### src/rtl/audio_mixer_pkg.sv
// Shared types and helpers for the N-channel stereo audio mixer.
// The FSM gains a DCB state when AUDIO_MIXER_DCBLOCK_EN is defined.
package audio_mixer_pkg;

  // Default configuration, and the accumulator width that follows from it.
  localparam int NCH_DEFAULT = 4;
  localparam int IW_DEFAULT  = 10;
  localparam int GW_DEFAULT  = 6;
  localparam int ACCW        = IW_DEFAULT + GW_DEFAULT + $clog2(NCH_DEFAULT) + 1;

`ifdef AUDIO_MIXER_DCBLOCK_EN
  typedef enum logic [1:0] {
    IDLE = 2'd0,
    ACC  = 2'd1,
    SAT  = 2'd2,
    DCB  = 2'd3
  } mix_state_t;
`else
  typedef enum logic [1:0] {
    IDLE = 2'd0,
    ACC  = 2'd1,
    SAT  = 2'd2
  } mix_state_t;
`endif

  // Clamp a wide signed value into the signed range of an ow-bit word.
  function automatic logic signed [63:0] sat_to_ow(input logic signed [63:0] v,
                                                   input int ow);
    logic signed [63:0] hi;
    logic signed [63:0] lo;
    hi = (64'sd1 <<< (ow - 1)) - 64'sd1;
    lo = -(64'sd1 <<< (ow - 1));
    if (v > hi)      return hi;
    else if (v < lo) return lo;
    else             return v;
  endfunction

endpackage

### src/rtl/audio_dc_block.sv
// One-pole DC-blocking high-pass stage for one side of the mixer output.
// Only built when AUDIO_MIXER_DCBLOCK_EN is defined.
`ifdef AUDIO_MIXER_DCBLOCK_EN
module audio_dc_block
  import audio_mixer_pkg::*;
#(
  parameter int OW       = 15,
  parameter int DC_SHIFT = 10
) (
  input  logic          clk,
  input  logic          reset,
  input  logic          en,
  input  logic [OW-1:0] x,
  output logic [OW-1:0] y
);

  logic signed [OW-1:0] x_prev;
  logic signed [OW-1:0] y_next;
  logic signed [63:0]   wide;

  // Filter equation y = x - x_prev + y_prev - y_prev/2^DC_SHIFT, re-saturated.
  always_comb begin
    wide   = 64'($signed(x)) - 64'(x_prev) + 64'($signed(y))
           - (64'($signed(y)) >>> DC_SHIFT);
    y_next = OW'(sat_to_ow(wide, OW));
  end

  // Filter state advances once per mixed frame.
  always_ff @(posedge clk) begin
    if (reset) begin
      x_prev <= '0;
      y      <= '0;
    end else if (en) begin
      x_prev <= $signed(x);
      y      <= y_next;
    end
  end

endmodule
`endif

### src/rtl/audio_mixer.sv
// Time-multiplexed N-channel stereo mixer with ramped per-channel L/R gains
// and saturated signed output for the sigma-delta DAC.
// Optional feature macro: AUDIO_MIXER_DCBLOCK_EN (adds a DC-blocking stage).
module audio_mixer
  import audio_mixer_pkg::*;
#(
  parameter int NCH      = 4,
  parameter int IW       = 10,
  parameter int GW       = 6,
  parameter int OW       = 15,
  parameter int DC_SHIFT = 10
) (
  input  logic                      clk,
  input  logic                      reset,
  input  logic                      sample_en,
  input  logic [NCH*IW-1:0]         in_samples,
  input  logic                      reg_wr,
  input  logic [$clog2(2*NCH)-1:0]  reg_addr,
  input  logic [GW-1:0]             reg_wdata,
  output logic [GW-1:0]             reg_rdata,
  output logic [OW-1:0]             out_l,
  output logic [OW-1:0]             out_r,
  output logic                      out_valid,
  output logic                      busy,
  output logic                      overrun
);

  localparam int AW    = $clog2(2*NCH);
  localparam int IDXW  = (NCH > 1) ? $clog2(NCH) : 1;
  localparam int ACC_W = IW + GW + $clog2(NCH) + 1;
  localparam int PW    = IW + GW + 1;
  localparam logic [GW-1:0]   UNITY    = {1'b1, {(GW-1){1'b0}}};
  localparam logic [IDXW-1:0] LAST_IDX = IDXW'(NCH - 1);

  if (NCH < 1 || NCH > 16 || IW < 2 || GW < 2 || OW < IW || OW > 32 || DC_SHIFT < 1)
  begin : g_bad_cfg
    $error("audio_mixer: unsupported parameter set");
  end

  mix_state_t state, next_state;
  logic start_frame;
  logic ovr_hit;

  logic [NCH*IW-1:0]     snap;
  logic [GW-1:0]         tgt_l [NCH];
  logic [GW-1:0]         tgt_r [NCH];
  logic [GW-1:0]         cur_l [NCH];
  logic [GW-1:0]         cur_r [NCH];
  logic [IDXW-1:0]       idx;
  logic signed [ACC_W-1:0] acc_l;
  logic signed [ACC_W-1:0] acc_r;

  logic [IW-1:0]         raw;
  logic [GW-1:0]         g_l;
  logic [GW-1:0]         g_r;
  logic signed [IW-1:0]  s;
  logic signed [PW-1:0]  prod_l;
  logic signed [PW-1:0]  prod_r;
  logic signed [63:0]    wide_l;
  logic signed [63:0]    wide_r;
  logic signed [OW-1:0]  sat_l;
  logic signed [OW-1:0]  sat_r;

  // Move a current gain one step toward its target, never past it.
  function automatic logic [GW-1:0] ramp_step(input logic [GW-1:0] cur,
                                              input logic [GW-1:0] tgt);
    if (cur < tgt)      return cur + GW'(1);
    else if (cur > tgt) return cur - GW'(1);
    else                return cur;
  endfunction

  // State register.
  always_ff @(posedge clk) begin
    if (reset) state <= IDLE;
    else       state <= next_state;
  end

  // Next-state logic; sample_en outside IDLE is an overrun and never restarts the frame.
  always_comb begin
    next_state  = state;
    start_frame = 1'b0;
    ovr_hit     = 1'b0;
    case (state)
      IDLE: begin
        if (sample_en) begin
          start_frame = 1'b1;
          next_state  = ACC;
        end
      end
      ACC: begin
        ovr_hit = sample_en;
        if (idx == LAST_IDX) next_state = SAT;
      end
      SAT: begin
        ovr_hit = sample_en;
`ifdef AUDIO_MIXER_DCBLOCK_EN
        next_state = DCB;
`else
        next_state = IDLE;
`endif
      end
`ifdef AUDIO_MIXER_DCBLOCK_EN
      DCB: begin
        ovr_hit    = sample_en;
        next_state = IDLE;
      end
`endif
      default: next_state = IDLE;
    endcase
  end

  // Select the channel being accumulated and convert offset-binary to signed.
  always_comb begin
    raw = '0;
    g_l = '0;
    g_r = '0;
    for (int k = 0; k < NCH; k++) begin
      if (idx == IDXW'(k)) begin
        raw = snap[k*IW +: IW];
        g_l = cur_l[k];
        g_r = cur_r[k];
      end
    end
    s      = {~raw[IW-1], raw[IW-2:0]};
    prod_l = PW'(s) * PW'($signed({1'b0, g_l}));
    prod_r = PW'(s) * PW'($signed({1'b0, g_r}));
  end

  // Rescale the accumulators to the output format and clamp.
  always_comb begin
    wide_l = (64'(acc_l) >>> (GW - 1)) <<< (OW - IW);
    wide_r = (64'(acc_r) >>> (GW - 1)) <<< (OW - IW);
    sat_l  = OW'(sat_to_ow(wide_l, OW));
    sat_r  = OW'(sat_to_ow(wide_r, OW));
  end

  // Combinational readback of the target gain register at reg_addr.
  always_comb begin
    reg_rdata = '0;
    for (int k = 0; k < NCH; k++) begin
      if (reg_addr == AW'(k))       reg_rdata = tgt_l[k];
      if (reg_addr == AW'(k + NCH)) reg_rdata = tgt_r[k];
    end
  end

`ifdef AUDIO_MIXER_DCBLOCK_EN
  logic [OW-1:0] dcb_y_l;
  logic [OW-1:0] dcb_y_r;
  logic          dcb_en;

  assign dcb_en = (state == SAT);

  audio_dc_block #(.OW(OW), .DC_SHIFT(DC_SHIFT)) u_dcb_l (
    .clk   (clk),
    .reset (reset),
    .en    (dcb_en),
    .x     (sat_l),
    .y     (dcb_y_l)
  );

  audio_dc_block #(.OW(OW), .DC_SHIFT(DC_SHIFT)) u_dcb_r (
    .clk   (clk),
    .reset (reset),
    .en    (dcb_en),
    .x     (sat_r),
    .y     (dcb_y_r)
  );
`endif

  // Gain registers, ramping, snapshot, MAC accumulation and output registers.
  always_ff @(posedge clk) begin
    if (reset) begin
      snap      <= '0;
      idx       <= '0;
      acc_l     <= '0;
      acc_r     <= '0;
      out_l     <= '0;
      out_r     <= '0;
      out_valid <= 1'b0;
      busy      <= 1'b0;
      overrun   <= 1'b0;
      for (int k = 0; k < NCH; k++) begin
        tgt_l[k] <= UNITY;
        tgt_r[k] <= UNITY;
        cur_l[k] <= UNITY;
        cur_r[k] <= UNITY;
      end
    end else begin
      overrun   <= ovr_hit;
      out_valid <= 1'b0;
      for (int k = 0; k < NCH; k++) begin
        if (reg_wr && reg_addr == AW'(k))       tgt_l[k] <= reg_wdata;
        if (reg_wr && reg_addr == AW'(k + NCH)) tgt_r[k] <= reg_wdata;
      end
      case (state)
        IDLE: begin
          if (start_frame) begin
            snap  <= in_samples;
            acc_l <= '0;
            acc_r <= '0;
            idx   <= '0;
            busy  <= 1'b1;
            for (int k = 0; k < NCH; k++) begin
              cur_l[k] <= ramp_step(cur_l[k], tgt_l[k]);
              cur_r[k] <= ramp_step(cur_r[k], tgt_r[k]);
            end
          end
        end
        ACC: begin
          acc_l <= acc_l + ACC_W'(prod_l);
          acc_r <= acc_r + ACC_W'(prod_r);
          if (idx == LAST_IDX) idx <= '0;
          else                 idx <= idx + IDXW'(1);
        end
`ifdef AUDIO_MIXER_DCBLOCK_EN
        SAT: begin
        end
        DCB: begin
          out_l     <= dcb_y_l;
          out_r     <= dcb_y_r;
          out_valid <= 1'b1;
          busy      <= 1'b0;
        end
`else
        SAT: begin
          out_l     <= sat_l;
          out_r     <= sat_r;
          out_valid <= 1'b1;
          busy      <= 1'b0;
        end
`endif
        default: begin
        end
      endcase
    end
  end

endmodule
### config.mk
export PLATFORM = sky130hd
export DESIGN_NAME = audio_mixer
export DESIGN_NICKNAME = d
export VERILOG_FILES = /design/src/rtl/audio_mixer_pkg.sv /design/src/rtl/audio_dc_block.sv /design/src/rtl/audio_mixer.sv
export SDC_FILE = /design/constraint.sdc
export NUM_CORES = 1
export LEC_CHECK = 0
export ABC_CLOCK_PERIOD_IN_PS = 7790
export CORE_ASPECT_RATIO = 0.5
export CORE_MARGIN = 4
export CORE_UTILIZATION = 40
export CTS_CLUSTER_DIAMETER = 40
export DETAILED_ROUTE_END_ITERATION = 8
export DONT_BUFFER_PORTS = 1
export GPL_ROUTABILITY_DRIVEN = 0
export PLACE_DENSITY = 0.62
export SLEW_MARGIN = 20
export SYNTH_ARGS = -nofsm -noshare
export SYNTH_HDL_FRONTEND = slang
export SYNTH_SLANG_ARGS = --single-unit
### constraint.sdc
create_clock -name clk -period 7.79 [get_ports clk]
set_input_delay 1.558 -clock clk [delete_from_list [all_inputs] [get_ports clk]]
set_output_delay 1.558 -clock clk [all_outputs]
set_load 0.01 [all_outputs]
==> Word-level counts from Yosys, hierarchy flattened <==
Memories as Yosys holds them, arrays and structs flattened.
Cells that the tools add are included.
{ "word_totals": {"register_bits": 115, "in_bits": 53, "memories": 4, "elab_cells": 231, "mem_bits_rw": 96} }
{ "op_classes": {"addsub": 19, "n_mux": 124, "mul": 2, "n_reduce_logical": 19, "n_lt_le_gt_ge": 20, "bitwise": 18, "n_eq_ne": 15} }
{ "memory_table": {"columns": ["name", "words", "word_bits", "rd", "rd_clocked_by_memory_dff", "wr", "line_no", "rtl"], "rows": [
  ["cur_l", 4, 6, 4, 0, 4, "audio_mixer.sv:47", "logic [GW-1:0] cur_l [NCH];"],
  ["cur_r", 4, 6, 4, 0, 4, "audio_mixer.sv:48", "logic [GW-1:0] cur_r [NCH];"],
  ["tgt_l", 4, 6, 4, 0, 4, "audio_mixer.sv:45", "logic [GW-1:0] tgt_l [NCH];"],
  ["tgt_r", 4, 6, 4, 0, 4, "audio_mixer.sv:46", "logic [GW-1:0] tgt_r [NCH];"]
]} }
{ "op_table": {"columns": ["cell", "n"], "rows": [
  ["2-to-1 mux 6 bit", 72],
  ["case mux 19 bit (2 select lines)", 2],
  ["2-to-1 mux 15 bit", 4],
  ["adder 6 x 1 -> 6 bit, second input constant", 8],
  ["> comparator 6 bit", 8],
  ["< comparator 6 bit", 8],
  ["subtractor 6 x 1 -> 6 bit, second input constant", 8],
  ["2-to-1 mux 10 bit", 4],
  ["adder 19 x 17 -> 19 bit", 2],
  ["> comparator 19 x 15 -> 1 bit, second input constant", 2],
  ["< comparator 19 x 15 -> 1 bit, second input constant", 2],
  ["multiplier 10 x 7 -> 17 bit", 2],
  ["2-to-1 mux 1 bit", 34],
  ["2-to-1 mux 19 bit", 1],
  ["bitwise OR 1 bit", 16],
  ["== test 3 bit, second input constant", 4],
  ["logical AND 1 bit", 8],
  ["2-to-1 mux 2 bit", 4],
  ["case mux 2 bit (2 select lines)", 2],
  ["AND reduction 2 bit", 4],
  ["== test 2 bit, second input constant", 3],
  ["== test 3 x 2 -> 1 bit, second input constant", 2],
  ["!= test 2 bit, second input constant", 3],
  ["== test 2 x 1 -> 1 bit, second input constant", 2],
  ["other kinds (8)", 12]
]} }

==> Depth between registers and ports, before layout <==
Gate-level depths: netlist of run 1.
{ "depth": {"ltp_word": 9, "depth_mapped": 26, "depth_no_buf": 24} }

==> Worst setup path before layout of run 1 <==
No wires, ideal clock.
{ "synth_timing": {"path_type": "register to register", "start": "reg idx[0]", "end": "reg acc_l[18]", "arrival_time_ps": 5784, "t_required_ps": 7671, "synth_period_minus_slack_ps": 5903, "path_slack_ps": 1887, "stages_incl_launch_ff": 26, "setup_ps": 119, "cell_sequence": "dfxtp_1 > inv_1 > ha_1 > buf_2 > buf_2 > buf_1 > a21oi_1 > nor2_1 > a21oi_1 > nor2_1 > fa_1 > inv_1 > fa_1 > inv_1 > fa_1 > inv_1 > fa_1 > inv_1 > ha_1 > and2_4 > a221oi_4 > a21oi_2 > o311a_1 > or3_1 > a31oi_1 > o21bai_1"} }
{ "synth_between": {"elab_chain_len": 9, "word_cells_on_any_way": 16} }
{ "synth_lines": {"columns": ["element", "line_no", "rtl"], "rows": [
  ["from (decl)", "audio_mixer.sv:49", "logic [IDXW-1:0] idx;"],
  ["from (signal assigned)", "audio_mixer.sv:213", "else idx <= idx + IDXW'(1);"],
  ["logical NOT 2 bit", "audio_mixer.sv:118", "if (idx == IDXW'(k)) begin"],
  ["2-to-1 mux 10 bit (4 in series)", "audio_mixer.sv:118", null],
  ["inverter 1 bit", "audio_mixer.sv:124", "s = {~raw[IW-1], raw[IW-2:0]};"],
  ["multiplier 10 x 7 -> 17 bit *", "audio_mixer.sv:125", "prod_l = PW'(s) * PW'($signed({1'b0, g_l}));"],
  ["adder 19 x 17 -> 19 bit *", "audio_mixer.sv:210", "acc_l <= acc_l + ACC_W'(prod_l);"],
  ["case mux 19 bit (2 select lines) *", "audio_mixer.sv:195", "case (state)"],
  ["to (signal assigned)", "audio_mixer.sv:210", null],
  ["to (decl)", "audio_mixer.sv:50", "logic signed [ACC_W-1:0] acc_l;"]
]} }
Every way passes the cells marked *; elsewhere a longest branch is shown, timed or not.
A chain may end at the register's enable or synchronous reset.

==> Worst setup path in the final report of run 1 <==
Same ends and word-level chain as after synthesis.

==> out/results.ini, run 1 <==
[status]
outcome = complete, no violations

[yosys]
synth_seq_cells = 203
synth_compound_area_share_pct = 14.10
synth_commonest_cells = inv_1, nand2_1, a21oi_1
ys.flop_type = dfxtp_1
syn-num-nets = 2265
syn_area_per_cell_um2 = 8.994
synth_top_area_share_pct = 16.81
syn_inst = 1907
synth_mux_area_share_pct = 1.466
yosysMostFrequentCell = inv_1
synth_warnings = 0
synth_area_um2 = 17150
synthAdderAreaFrac_pct = 28.20
synth_simple_gate_area_share_pct = 14.89
synth.distinct_cells = 58
synth_edf_count = 96
synth_xor_area_share_pct = 3.779
synth_top_family_by_area = adder cells
netlist_top_cells_area = edfxtp_1, fa_1, dfxtp_1
yosys.area.top_type = edfxtp_1
async_flop_share_pct = 0
synth_seq_area_share_pct = 29.30

[routing]
highest_layer = met5
first_pass_iters = 5
drc = 0
via_per_inst = 5.122
via_count = 12800
wl_met2_mm = 19.68
m1WireLength_mm = 18.78
drt_wl_total_mm = 41.72
wire_per_inst_um = 16.69
postRouteAntennaNets = 0
met3WireLength_mm = 2.133
drtIter0Drc = 894

[floorplan]
initial_core_util_pct = 40.67
rows = 53
io_pins = 92
fp.dieH_um = 154.4
die-area_um2 = 46460
dieWidth_um = 300.8
coreArea_um2 = 42180

[power]
ir_drop_v = 0.0002067
power_density_nw_per_um2 = 326.4
p_leak_nw = 8.576

[place]
preCtsSetupSlack_ns = 1.191
port_buffers = 0
dp.cells = 2438
hpwl_mm = 31.96

[cts]
htree_levels = 2
cts.sinks = 203
cts_setup_buffers = 0
numCtsBuffers = 34
cts_max_path_buffers = 3
cts-root-buf = clkbuf_16
cts-resized-gates = 0
hold_buffers = 0
cts_tree = yes
clock_latency_ns = 0.52
clk_pin_slew_ns = 0.06

[sta]
worstMarginPinSlew_ns = 1.029
fin_crit_ns = 6.654
finalSetupViolCount = 0
fin_setup_tns_ns = 0
finalCritPeriodShare_pct = 85.42
max_freq_mhz = 150.3
drv_slew = 0
hold_viol = 0
hold_slack_ns = 0.4567
rsz0062_at_grt = false
max-slew-margin-rel_pct = 31.39
fin_ws_ns = 1.136
fin_skew_ns = 0.03325

[setup_path]
path_class = register to register
cp_top_family = adder cells
critPathCaptureType = register
startpoint_type = register
cp_max_fo = 30
cpPeakStageDelay_ns = 0.85
cp_num_buf_inv = 6
crit_required_ns = 8.17
cp_data_arrival_time_ns = 7.04
crit_chain = inv_1 -> ha_1 -> buf_4 -> a21oi_1 -> a21oi_1 -> nor2_1 -> a21oi_1 -> nor2_1 -> fa_1 -> inv_1 -> fa_1 -> inv_1 -> fa_1 -> inv_1 -> fa_1 -> inv_1 -> ha_1 -> and2_4 -> a221oi_4 -> a21oi_2 -> o311a_1 -> or3_1 -> a31oi_1 -> o21bai_1
crit_path_frequent_cell = inv_1
crit_path_top_delay_cell = ha_1

[cells_and_area]
antenna_cells = 0
layout.nets = 2255
layout-drive-gt1-share_pct = 6.035
instances_no_fill = 2499
fin_util_pct = 44.84
synthToLayoutAreaGrowth_pct = 10.26

[global_route]
grt.total_usage_pct = 18.26
gr-total-overflow = 0
grt_max_degree = 109
grt_pass1_vias = 12830
antenna_found_initial = 0
grt_first_pass_wirelength_mm = 68.10

[job]
cap_violations = 0

[worst_hold_path]
min_path_type = register to register

## power by group
group / switching, mW / internal, mW / total, mW
registers: 0.113 / 1.24 / 1.35
clock network: 0.601 / 0.924 / 1.52
logic: 1.89 / 1.40 / 3.29
total: 2.61 / 3.57 / 6.17
## final cells by class
type | count | area (um^2)
clock buffer | 37 | 883.3
fill | 4135 | 23260
sequential | 203 | 5025
clock inverter | 24 | 260.3
timing repair buffer | 26 | 195.2
multi-input combinational | 1336 | 10720
inverter | 296 | 1111
tap | 577 | 721.9
## layer usage
metal / GRT usage [%] / vias up
met2: 30.38 / 264
met1: 24.58 / 6212
met3: 3.324 / 69
li1: - / 6254
met5: 0.7246 / -
met4: 4.906 / 2
## worst min-delay path: stages (launching register included)
cell     delay, ns
dfxtp_1       0.31
nand2_1       0.05
a21oi_1       0.05
## kinds of logic (layout without fill, tap and decap cells)
kind of cell | count (synthesis) | in the layout
mux | 15 | 15
compound gates | 393 | 393
simple gates | 549 | 549
fa+ha+maj | 305 | 305
xor+xnor | 74 | 74
flops | 203 | 203
buf+inv | 368 | 383
## worst paths after layout
| kind | from | to | slack [ns] | cells after the start |
|---|---|---|---|---|
| max reg2reg | idx[0] | acc_l[18] | 1.14 | 24 |
| max | idx[0] | acc_l[18] | 1.14 | 24 |
| min | snap[6] | snap[6] | 0.46 | 2 |
| min reg2reg | snap[6] | snap[6] | 0.46 | 2 |
## stage by stage
stage | power (mW) | instance area [um^2]
finish | 6.172 | 18910
global route | 6.811 | 18910
CTS | 6.243 | 18910
detailed placement | 4.683 | 17770
global placement | 4.628 | 17770
floorplan | 3.997 | 17150
## registers in the layout, summed over array words and instances, names as in the netlist
signal	cells
acc_l	19
acc_r	19
busy	1
cur_l	24
cur_r	24
idx	2
out_l	11
out_r	11
out_valid	1
overrun	1
snap	40
state	2
tgt_l	24
tgt_r	24
## placed cells by master, fill, tap and decap left out, drive strengths merged, types with 22 or more instances in the layout
cell and count:
inv 315, nand2 188, a21oi 187, nor2 180, ha 169, fa 136, dfxtp 107, edfxtp 96
o21ai 59, xnor2 55, and2 55, a21o 54, nand2b 38, clkbuf 37, buf 26, nand3b 22
(Power assumes the default switching activity.)
==> run 2: changes to the inputs <==
--- a/config.mk
+++ b/config.mk
@@ -7,7 +7,7 @@
 export LEC_CHECK = 0
 export ABC_CLOCK_PERIOD_IN_PS = 7790
 export CORE_ASPECT_RATIO = 0.5
-export CORE_MARGIN = 4
+export CORE_MARGIN = 1.5
 export CORE_UTILIZATION = 40
 export CTS_CLUSTER_DIAMETER = 40
 export DETAILED_ROUTE_END_ITERATION = 8
==> run 2 against run 1 <==
Die area down 4.8%. Combinational power is essentially flat. Sequential share of layout area grew 0.16 points. Fmax is 0.35% higher. Core utilization down 0.19 points. Critical path type unchanged. Critical endpoint is now acc_r[15]. First-iteration DRC count is 7.6% lower. Count of clock-buffer cells in the layout decreased by 3. Clock skew decreased by 0.0053 ns. Critical path depth decreased by 2.
==> out/results.ini, run 2 (synthesis results as in run 1) <==
[floorplan]
initial_core_util_pct = 40.73  ; +0.064 points
io_pins = 92  ; unchanged
coreArea_um2 = 42110  ; -0.16%
die-area_um2 = 44210  ; -4.8%
dieWidth_um = 295.8  ; -1.7%
rows = 53  ; unchanged
fp.dieH_um = 149.4  ; -3.2%

[setup_path]
cp_top_family = adder cells
crit_path_frequent_cell = fa_1
cp_num_buf_inv = 3  ; -3
path_class = register to register
crit_chain = ha_1 -> nand3b_1 -> a21oi_1 -> a21oi_1 -> nor2_1 -> a21oi_1 -> nand2_1 -> fa_1 -> inv_1 -> fa_1 -> fa_1 -> inv_1 -> fa_1 -> inv_1 -> ha_1 -> a21o_1 -> a21o_1 -> a221o_1 -> a31oi_2 -> o21ai_0 -> xnor2_1 -> a22o_1
startpoint_type = register
crit_required_ns = 8.25  ; +0.08 ns
critPathCaptureType = register
cp_max_fo = 27  ; -10%
cpPeakStageDelay_ns = 0.67  ; -0.18 ns
cp_data_arrival_time_ns = 7.09  ; +0.05 ns
crit_path_top_delay_cell = ha_1

[cells_and_area]
largest_reg_flops = 40  ; unchanged
layout.nets = 2251  ; -0.18%
final_cell_area_um2 = 18800  ; -0.59%
layout-drive-gt1-share_pct = 5.790  ; -0.25 points
mostFrequentLayoutCells = inv_1, nand2_1, a21oi_1
layout_commonest_cell = inv_1
registers.top_by_ff_count = snap
synthToLayoutAreaGrowth_pct = 9.615

[global_route]
grt_first_pass_wirelength_mm = 68.14  ; about the same
gr-total-overflow = 0  ; unchanged
grt_pass1_vias = 12720  ; -0.83%
grt_max_degree = 109  ; unchanged
grt.total_usage_pct = 19.60  ; +1.3 points
antenna_found_initial = 1  ; +1

[power]
ir_drop_v = 0.0002180  ; +5.5%
p_leak_nw = 8.520  ; -0.65%
power_density_nw_per_um2 = 322.6  ; -1.1%
power_mw = 6.066  ; -1.7%

[cts]
cts_max_path_buffers = 3  ; unchanged
cts-resized-gates = 0  ; unchanged
clk_pin_slew_ns = 0.06  ; about the same
clock_latency_ns = 0.59  ; +0.07 ns
numCtsBuffers = 30  ; -12%
htree_levels = 1  ; -1
cts-root-buf = clkbuf_16
cts_setup_buffers = 0  ; unchanged
hold_buffers = 0  ; unchanged
cts_tree = yes
cts.sinks = 203  ; unchanged

[place]
hpwl_mm = 32.11  ; +0.45%
placed_area_um2 = 17770  ; unchanged
port_buffers = 0  ; unchanged

[sta]
finalCritPeriodShare_pct = 85.12  ; -0.29 points
fin_skew_ns = 0.02799  ; -0.005259 ns
rsz0062_at_grt = false
hold_slack_ns = 0.4579  ; +0.001196 ns
max-slew-margin-rel_pct = 25.51  ; -5.9 points
hold_viol = 0  ; unchanged
fin_crit_ns = 6.631  ; -0.02289 ns
max_freq_mhz = 150.8  ; +0.35%
worstMarginPinSlew_ns = 1.103  ; +0.07375 ns
drv_slew = 0  ; unchanged
fin_setup_tns_ns = 0  ; unchanged
finalSetupViolCount = 0  ; unchanged

[routing]
drc = 0  ; unchanged
via_count = 12720  ; -0.62%
first_pass_iters = 5  ; unchanged
drt_wl_total_mm = 41.94  ; +0.53%
wire_per_inst_um = 16.81  ; +0.69%
drtIter0Drc = 826  ; -7.6%
via_per_inst = 5.099  ; -0.46%
postRouteAntennaNets = 0  ; unchanged

[status]
outcome = complete, no violations

[job]
cap_violations = 0  ; unchanged

[worst_hold_path]
min_path_type = register to register

==> run 2: changes by cell type in the layout (fill, tap and decap cells not counted), moves of 2 or more <==
| cell | change |
|---|---|
| clkinv_4 | +4 |
| inv_6 | -9 |
| clkbuf_16 | -5 |
| inv_4 | +2 |
==> run 2: final timing paths <==
path              slack (ns)        end  depth (start not counted)  startpoint
setup / recovery        1.16  acc_r[15]                         22      idx[0]
hold / removal          0.46    snap[3]                          2     snap[3]
setup reg to reg        1.16  acc_r[15]                         22      idx[0]
hold reg to reg         0.46    snap[3]                          2     snap[3]
==> run 2: cell type report <==
class                   count  area (um^2)
multi-input cells        1336        10720
flip-flops and latches    203         5025
fillers                  4126        23310
well taps                 577        721.9
clock buffers              34        777.0
inverters                 296         1111
repair buffers             26        195.2
clock inverters            22        252.7
diodes                      1        2.502
==> run 2: worst reg2reg max path, delay by kind of cell, from the launching register on <==
| kind | cells | cell delay [ns] |
|---|---|---|
| DFF | 1 | 0.43 |
| AOI/OAI and AO/OA | 9 | 2.03 |
| xor gates and xnor gates | 1 | 0.14 |
| and+or+nand+nor | 3 | 0.55 |
| adders and majority gates | 6 | 3.20 |
| buffers and inverters | 3 | 0.14 |
==> run 2: power breakdown <==
part           switching [mW]  total [mW]  leakage (nW)  internal [mW]
registers               0.116        1.36          1.84           1.24
logic                    1.90        3.32          6.17           1.41
clock network           0.584        1.39         0.513          0.811
total                    2.60        6.07          8.52           3.46
==> run 2: per-layer routing <==
layer | GRT usage (%) | routed length [um] | up-vias
met5 | 0 | 0 | -
met4 | 4.923 | 954 | 0
met3 | 3.624 | 2287 | 56
met2 | 32.73 | 19710 | 264
met1 | 26.26 | 18980 | 6150
li1 | - | - | 6252
==> run 2: through the flow <==
step / worst slack (ns) / cells / util [%]
2_1_floorplan: 1.887 / 1907 / -
3_3_place_gp: 1.354 / 2438 / 42.19
5_1_grt: 0.6752 / 2495 / 44.65
6_report: 1.159 / 2495 / 44.65
3_5_place_dp: 1.175 / 2438 / 42.19
4_1_cts: 1.137 / 2494 / 44.64
